==> config.mk <==
export PLATFORM = sky130hd
export DESIGN_NAME = cordic_phase_gen
export DESIGN_NICKNAME = d
export VERILOG_FILES = /design/src/rtl/cordic_phase_gen.sv
export SDC_FILE = /design/constraint.sdc
export NUM_CORES = 1
export LEC_CHECK = 0
export ABC_AREA = 1
export BUFFER_PORTS_ARGS = -buffer_cell sky130_fd_sc_hd__buf_2
export CORE_UTILIZATION = 30
export DETAILED_ROUTE_END_ITERATION = 8
export PLACE_DENSITY_LB_ADDON = 0.3
export RECOVER_POWER = 100
export SLEW_MARGIN = 20
export SYNTH_ARGS = -nofsm -noshare
export SYNTH_HDL_FRONTEND = slang
export SYNTH_SLANG_ARGS = --single-unit
export TNS_END_PERCENT = 30
==> constraint.sdc <==
create_clock -name clk -period 7.84 [get_ports clk]
set_clock_uncertainty 0.1 [all_clocks]
set_input_delay 0.392 -clock clk [delete_from_list [all_inputs] [get_ports clk]]
set_output_delay 0.392 -clock clk [all_outputs]
set_load 0.1 [all_outputs]
==> src/rtl/cordic_phase_gen.sv <==
// cordic_phase_gen: AXI-Stream phase source for the CORDIC sin/cos core.
// Accumulates a clamped signed Q3.13 increment and wraps into [PI_NEG, PI_POS].
// Supports continuous or fixed-length bursts under full tready backpressure.
// Ports:
//   clk, rst             : clock, asynchronous active-high reset
//   phase_inc            : signed increment per beat, latched on start
//   num_samples          : beats per burst (0 = continuous), latched on start
//   start / stop         : single-cycle control pulses
//   m_axis_phase_tready  : sink ready
//   m_axis_phase_tvalid  : phase beat valid
//   m_axis_phase_tdata   : phase beat, signed Q3.13
//   busy                 : high whenever not idle
//   done                 : one-cycle pulse after the final beat
module cordic_phase_gen #(
  parameter int unsigned        PHASE_W = 16,
  parameter logic [PHASE_W-1:0] PI_POS  = 16'h6488,
  parameter logic [PHASE_W-1:0] PI_NEG  = 16'h9B78,
  parameter int unsigned        CNT_W   = 16
) (
  input  logic               clk,
  input  logic               rst,
  input  logic [PHASE_W-1:0] phase_inc,
  input  logic [CNT_W-1:0]   num_samples,
  input  logic               start,
  input  logic               stop,
  input  logic               m_axis_phase_tready,
  output logic               m_axis_phase_tvalid,
  output logic [PHASE_W-1:0] m_axis_phase_tdata,
  output logic               busy,
  output logic               done
);

  localparam int unsigned SUM_W = PHASE_W + 1;

  typedef enum logic [1:0] {
    S_IDLE     = 2'd0,
    S_RUN      = 2'd1,
    S_STOPPING = 2'd2
  } state_t;

  state_t state_q, state_d;

  logic               tvalid_q, tvalid_d;
  logic [PHASE_W-1:0] tdata_q, tdata_d;
  logic [PHASE_W-1:0] inc_q, inc_d;
  logic [CNT_W-1:0]   num_q, num_d;
  logic [CNT_W-1:0]   cnt_q, cnt_d;
  logic               done_q, done_d;
  logic               busy_q, busy_d;

  // Phase constants sign-extended to the sum width
  logic signed [SUM_W-1:0] pi_pos_x;
  logic signed [SUM_W-1:0] pi_neg_x;
  logic signed [SUM_W-1:0] two_pi_x;
  assign pi_pos_x = SUM_W'($signed(PI_POS));
  assign pi_neg_x = SUM_W'($signed(PI_NEG));
  assign two_pi_x = pi_pos_x - pi_neg_x;

  // Saturate the requested increment to [-PI_POS, PI_POS]
  logic signed [SUM_W-1:0] inc_in_x;
  logic [PHASE_W-1:0]      inc_clamped_c;
  assign inc_in_x = SUM_W'($signed(phase_inc));

  always_comb begin
    inc_clamped_c = phase_inc;
    if (inc_in_x > pi_pos_x) begin
      inc_clamped_c = PI_POS;
    end else if (inc_in_x < -pi_pos_x) begin
      inc_clamped_c = PHASE_W'(-pi_pos_x);
    end
  end

  // Next phase: widened add, then fold back once into [PI_NEG, PI_POS]
  logic signed [SUM_W-1:0] sum_c;
  logic signed [SUM_W-1:0] wrap_c;
  assign sum_c = SUM_W'($signed(tdata_q)) + SUM_W'($signed(inc_q));

  always_comb begin
    wrap_c = sum_c;
    if (sum_c > pi_pos_x) begin
      wrap_c = sum_c - two_pi_x;
    end else if (sum_c < pi_neg_x) begin
      wrap_c = sum_c + two_pi_x;
    end
  end

  // Handshake, saturating beat count and burst termination
  logic             hs_c;
  logic [CNT_W-1:0] cnt_inc_c;
  logic             burst_end_c;
  assign hs_c        = tvalid_q && m_axis_phase_tready;
  assign cnt_inc_c   = (&cnt_q) ? cnt_q : cnt_q + CNT_W'(1);
  assign burst_end_c = hs_c && (num_q != '0) && (cnt_inc_c == num_q);

  // State and output registers
  always_ff @(posedge clk or posedge rst) begin
    if (rst) begin
      state_q  <= S_IDLE;
      tvalid_q <= 1'b0;
      tdata_q  <= '0;
      inc_q    <= '0;
      num_q    <= '0;
      cnt_q    <= '0;
      done_q   <= 1'b0;
      busy_q   <= 1'b0;
    end else begin
      state_q  <= state_d;
      tvalid_q <= tvalid_d;
      tdata_q  <= tdata_d;
      inc_q    <= inc_d;
      num_q    <= num_d;
      cnt_q    <= cnt_d;
      done_q   <= done_d;
      busy_q   <= busy_d;
    end
  end

  // Next-state logic; a stop without a handshake parks the pending beat
  always_comb begin
    state_d = state_q;
    case (state_q)
      S_IDLE: begin
        if (start) state_d = S_RUN;
      end
      S_RUN: begin
        if (hs_c && (stop || burst_end_c)) begin
          state_d = S_IDLE;
        end else if (stop) begin
          state_d = S_STOPPING;
        end
      end
      S_STOPPING: begin
        if (hs_c) state_d = S_IDLE;
      end
      default: state_d = S_IDLE;
    endcase
  end

  // Next values of the registered outputs and datapath
  always_comb begin
    tvalid_d = tvalid_q;
    tdata_d  = tdata_q;
    inc_d    = inc_q;
    num_d    = num_q;
    cnt_d    = cnt_q;
    done_d   = 1'b0;
    busy_d   = (state_d != S_IDLE);
    case (state_q)
      S_IDLE: begin
        if (start) begin
          inc_d    = inc_clamped_c;
          num_d    = num_samples;
          tdata_d  = '0;
          cnt_d    = '0;
          tvalid_d = 1'b1;
        end
      end
      S_RUN, S_STOPPING: begin
        if (hs_c) begin
          cnt_d   = cnt_inc_c;
          tdata_d = PHASE_W'(wrap_c);
          if (state_d == S_IDLE) begin
            tvalid_d = 1'b0;
            done_d   = 1'b1;
          end
        end
      end
      default: ;
    endcase
  end

  assign m_axis_phase_tvalid = tvalid_q;
  assign m_axis_phase_tdata  = tdata_q;
  assign busy                = busy_q;
  assign done                = done_q;

endmodule

==> flow_summary.json, run 1 <==
{
  "final_core_util": 0.352,
  "wl_per_cell_um": 13.9,
  "portBuffers": 55,
  "die_w_um": 136,
  "wl_mm": 15.5,
  "synthTopCellsByCount": "270 x nand2_1, 104 x inv_1, 81 x nand3_1",
  "tightest_slew_ps": 3750,
  "cts_root_buf": "clkbuf_16",
  "drv_slew": 70,
  "first_pass_iters": 5,
  "critical_path_class": "in2async",
  "synthAdderAreaFrac": 0.0593,
  "final_antenna_net_count": 0,
  "rows": 48,
  "cp-end-kind": "async pin",
  "drc_errors": 0,
  "cts.sinks": 69,
  "dieArea_mm2": 0.0185,
  "tns_ps": 0,
  "via_count": 5619,
  "drive_gt1_frac": 0.0753,
  "cts_tree": "yes",
  "synth-xor-area-share": 0.0146,
  "cts_buffer_depth": 2,
  "die_y_um": 136,
  "ctsHoldBuffers": 0,
  "syn_avg_cell_area_um2": 6.47,
  "clk_latency_ps": 340,
  "syn_inst": 834,
  "grt_pass1_wl_mm": 25.7,
  "reg2reg_to": "m_axis_phase_tdata[8]$_DFFE_PP0P_",
  "syn_area_mm2": 0.00540,
  "synth_top_area_share": 0.320,
  "cts_setup_buffers": 0,
  "ff2ff_setup_slack_ps": 4220,
  "synth-compound-area-share": 0.134,
  "fin_crit_sh": 0.472,
  "status": "finished, violations left",
  "synth_most_common_cell": "nand2_1",
  "first_global_vias": 5292,
  "setup_viol": 0,
  "worstRegToRegCells": 14,
  "fmax_mhz": 270,
  "worstPathMaxFanout": 69,
  "violations": "capacitance limit, slew limit",
  "grt_max_degree": 70,
  "hold_depth": 3,
  "yosysTopAreaCell": "dfrtp_1",
  "synth_edf_count": 0,
  "slowest_delay_ps": 2630,
  "cts_buffers": 9,
  "gp_congestion": 0.879,
  "holdPathEnd": "num_q[6]$_DFFE_PP0P_",
  "cts_resized": 0,
  "hold_path.class": "in2reg",
  "synth_seq_cells": 69,
  "antenna_found_initial": 0,
  "critical_path.cell_chain": "buf_2 -> inv_1 -> clkbuf_1",
  "multi_input_comb_area_mm2": 0.00315,
  "required_ps": 7330,
  "seq_area_frac_synth": 0.320,
  "seq_area_mm2": 0.00173,
  "synthSimpleGateAreaFrac": 0.377,
  "maxSlewHeadroom": -1.50,
  "cts_max_level": 3,
  "hold_ws_ps": 154,
  "yosys-top-cells-area": "dfrtp_1 32%, nand2_1 19%, nand3_1 7.5%",
  "timing.rr.start": "m_axis_phase_tdata[0]$_DFFE_PP0P_",
  "syn_nets": 896,
  "vias_per_cell": 5.04,
  "hpwl_mm": 12.0,
  "min_from": "num_samples[6]",
  "synth_cell_types": 38,
  "cp-start-kind": "primary input",
  "syn_to_final_growth_pct": 13.5,
  "synth_top_family_by_area": "simple AND/OR/NAND/NOR gates",
  "cp.arrival_ps": 3190,
  "ys_warn_count": 0,
  "clk_pin_slew_ps": 60,
  "synth_flop_cell": "dfrtp_1",
  "drt_iter0_drc": 394,
  "overflow": 0,
  "io_pins": 56,
  "start_util": 0.310,
  "core_mm2": 0.0174,
  "muxShareOfSynthArea": 0,
  "cap_violations": 1,
  "final_nets": 948,
  "fill_cells": 1930,
  "gr-usage-all-layers": 0.176,
  "crit_path_top_delay_cell": "clkbuf_1",
  "finalCriticalPeriod_ps": 3700,
  "diodes": 0,
  "timing_hold_violations_final": 0,
  "rsz0062_at_grt": "no",
  "async_flop_share": 1.00
}
cell families after synthesis:
| kind of cell | after synthesis |
|---|---|
| compound gates | 130 |
| xor+xnor | 9 |
| fa+ha+maj | 25 |
| buf+inv | 127 |
| flops | 69 |
| simple gates | 474 |
through the flow:
step | instances | cell area (um2) | setup slack, ps
2_1_floorplan | 834 | 5400 | 4380
3_3_place_gp | 1100 | 5880 | 4440
3_5_place_dp | 1100 | 5880 | 4360
4_1_cts | 1115 | 6170 | 4340
5_1_grt | 1115 | 6130 | 3290
6_report | 1115 | 6130 | 4140
sequential cells by signal, indices dropped and copies added, names as in the netlist:
name and flops:
cnt_q 16, inc_q 16, m_axis_phase_tdata 16, num_q 16, state_q 2, busy 1, done 1, m_axis_phase_tvalid 1
worst max-delay path: cells and delay by family:
family / cells / cell delay (ps)
buf+inv: 3 / 2760
how the worst max path moves through the flow:
| stage | to | startpoint | depth (start not counted) |
|---|---|---|---|
| 2_1_floorplan | m_axis_phase_tdata[15]$_DFFE_PP0P_ | m_axis_phase_tdata[0]$_DFFE_PP0P_ | 16 |
| 3_3_place_gp | m_axis_phase_tdata[15]$_DFFE_PP0P_ | m_axis_phase_tdata[0]$_DFFE_PP0P_ | 17 |
| 3_5_place_dp | m_axis_phase_tdata[15]$_DFFE_PP0P_ | m_axis_phase_tdata[3]$_DFFE_PP0P_ | 14 |
| 4_1_cts | m_axis_phase_tdata[15]$_DFFE_PP0P_ | m_axis_phase_tdata[3]$_DFFE_PP0P_ | 14 |
| 5_1_grt | cnt_q[12]$_DFFE_PP0P_ | rst | 3 |
| 6_report | num_q[5]$_DFFE_PP0P_ | rst | 3 |
routing by layer:
layer / global-route usage / part of all wire
met1: 0.242 / 0.49
met2: 0.280 / 0.44
met3: 0.0291 / 0.049
met4: 0.0580 / 0.020
met5: 0 / 0
cell type report:
cell class | count | area share
clock inverter | 6 | 0.0104
sequential | 69 | 0.282
timing repair buffer | 59 | 0.0439
inverter | 109 | 0.0668
multi-input combinational | 638 | 0.514
clock buffer | 9 | 0.0368
tap | 225 | 0.0459
cell usage in the layout (no fill, tap or decap), types with 5 or more instances in the layout:
cell	Yosys	final
nand2_1	270	271
inv_1	104	106
nand3_1	81	81
o21ai_0	64	71
dfrtp_1	69	69
nor2_1	65	66
buf_2	4	35
a21oi_1	30	30
ha_1	24	24
nand4_1	23	23
clkbuf_1	9	23
nor4_1	10	10
nor3_1	9	9
clkbuf_16	0	9
xor2_1	6	6
o211ai_1	5	5
Power of run 1 is left out: the tool's default activity adds up to more than one toggle a clock period on the data nets, which glitch-free logic cannot reach.
==> run 2: changes to the inputs <==
==> constraint.sdc (replaced) <==
create_clock -name clk -period 3.4 [get_ports clk]
set_clock_uncertainty 0.1 [all_clocks]
set_input_delay 0.17 -clock clk [delete_from_list [all_inputs] [get_ports clk]]
set_output_delay 0.17 -clock clk [all_outputs]
set_load 0.1 [all_outputs]
==> run 2 against run 1 <==
The flow now finishes without violations; critical path depth increased by 12; first-iteration DRC count shrank 14%; register-to-register slack got worse by 4000 ps; cell area is 5.4% higher; non-clock buffer count increased by 31; final cell count grew 2.9%; utilization grew 1.9 points; sequential share of layout area down 1.4 points; global-route usage rose by 0.49 points; routed wire length grew 1.6%; sequential cell count stayed put; count of clock-buffer cells in the layout increased by 3.
==> flow_summary.json, run 2 (same netlist as run 1, synthesis figures left out) <==
{
  "drv_slew": 0,
  "power_density_mw_per_mm2": 1130,
  "drive_gt1_frac": 0.0933,
  "post-place-ws_ps": 269,
  "core_mm2": 0.0174,
  "tightest_slew_ps": 1430,
  "drc_errors": 0,
  "cts_root_buf": "clkbuf_16",
  "drt_iter0_drc": 339,
  "timing_hold_violations_final": 0,
  "ff2ff_setup_slack_ps": 230,
  "fin_crit_sh": 0.932,
  "io_pins": 56,
  "finalCriticalPeriod_ps": 3170,
  "cts_buffer_depth": 2,
  "grt_pass1_wl_mm": 26.2,
  "die_w_um": 136,
  "cts_buffers": 9,
  "hold_path.class": "in2reg",
  "p_leak_uw": 0.00323,
  "vias_per_cell": 4.96,
  "first_pass_iters": 4,
  "worstPathMaxFanout": 10,
  "die_y_um": 136,
  "fin_ws_ps": 230,
  "placed_area_mm2": 0.00598,
  "clk_latency_ps": 350,
  "final_antenna_net_count": 0,
  "cp-end-kind": "flip-flop",
  "cp-start-kind": "flip-flop",
  "stdcell_area_mm2": 0.00646,
  "first_global_vias": 5336,
  "fin_cells": 1147,
  "diodes": 0,
  "cap_violations": 0,
  "wl_per_cell_um": 13.7,
  "via_count": 5690,
  "overflow": 0,
  "start_util": 0.310,
  "fmax_mhz": 315,
  "gp_congestion": 0.883,
  "cp.arrival_ps": 3310,
  "maxSlewHeadroom": 0.0453,
  "final_common_cell": "nand2_1",
  "final_nets": 979,
  "wl_mm": 15.7,
  "dieArea_mm2": 0.0185,
  "cts_max_level": 3,
  "cts.sinks": 69,
  "setup_viol": 0,
  "hpwl_mm": 12.1,
  "syn_to_final_growth_pct": 19.6,
  "gr-usage-all-layers": 0.181,
  "cts_tree": "yes",
  "portBuffers": 55,
  "ir_drop_mv": 0.527,
  "antenna_found_initial": 0,
  "fill_cells": 1893,
  "grt_max_degree": 54,
  "critical_path_class": "reg2reg",
  "status": "completed",
  "required_ps": 3530,
  "rows": 48,
  "clk_pin_slew_ps": 60,
  "final_cell_mix": "268 x nand2_1, 105 x inv_1, 80 x nand3_1",
  "dp.cells": 1112
}
-- run 2: cell count changes in the layout (fill, tap and decap cells not counted), sizes merged --
cell,previous run,this run
dlygate4sd3,0,19
clkbuf,32,36
clkinvlp,2,1
inv,110,108
buf,36,47
bufinv,1,2
-- run 2: where the power goes --
group	total, uW	internal, uW	switching [uW]
logic	4880	1430	3460
registers	1390	1130	267
clock network	1020	642	375
-- run 2: final cells by class --
class                      instances  area (um2)  share of cell area
inverter                         109         414              0.0641
sequential                        69        1730               0.268
tap                              225         282              0.0436
multi-input combinational        638        3170               0.492
timing repair buffer              90         549              0.0851
clock buffer                      12         236              0.0366
clock inverter                     4        72.6              0.0112
-- run 2: worst max-delay path: stages, from the launching register on --
cell and delay, ps:
dfrtp_1 450, ha_1 400, nand2_1 130, nor2_1 280, nand3_1 190, nand3_1 120
nand2_1 50, nand2_1 200, inv_1 150, nor3_1 280, nand3_1 150, buf_4 200
nand4_1 130, nand3_1 100, nand2_1 70, o21ai_1 50
-- run 2: through the flow --
step	power (uW)	TNS [ps]	hold slack, ps	util
after floorplan	5060	0	191	-
after detailed placement	6210	0	52.3	0.343
after global placement	6230	0	52.8	0.343
after global routing	7970	-14.2	21.2	0.371
final	7290	0	4.26	0.371
after CTS	7270	0	13.0	0.372
-- run 2: what timing repair did --
item	in CTS	in global routing
setup endpoints to repair	0	11
hold endpoints to repair	34	0
gates resized for setup	0	7
hold buffers	19	0
buffers inserted	0	0
-- run 2: routing by layer --
metal,vias to the layer above,global-route usage,part of all wire
met4,0,0.0759,0.019
met2,133,0.278,0.45
li1,2918,-,-
met5,-,0,0
met1,2618,0.253,0.49
met3,21,0.0261,0.039
-- run 2: path summary, 6_finish.rpt --
kind	start	cells after the start	endpoint
setup reg to reg	m_axis_phase_tdata[9]$_DFFE_PP0P_	15	m_axis_phase_tdata[9]$_DFFE_PP0P_
max in group asynchronous	rst	4	num_q[11]$_DFFE_PP0P_
hold reg to reg	inc_q[11]$_DFFE_PP0P_	2	inc_q[11]$_DFFE_PP0P_
hold / removal	num_samples[1]	3	num_q[1]$_DFFE_PP0P_
min in group asynchronous	rst	3	m_axis_phase_tdata[0]$_DFFE_PP0P_
setup / recovery	m_axis_phase_tdata[9]$_DFFE_PP0P_	15	m_axis_phase_tdata[9]$_DFFE_PP0P_
(Power assumes the default switching activity.)
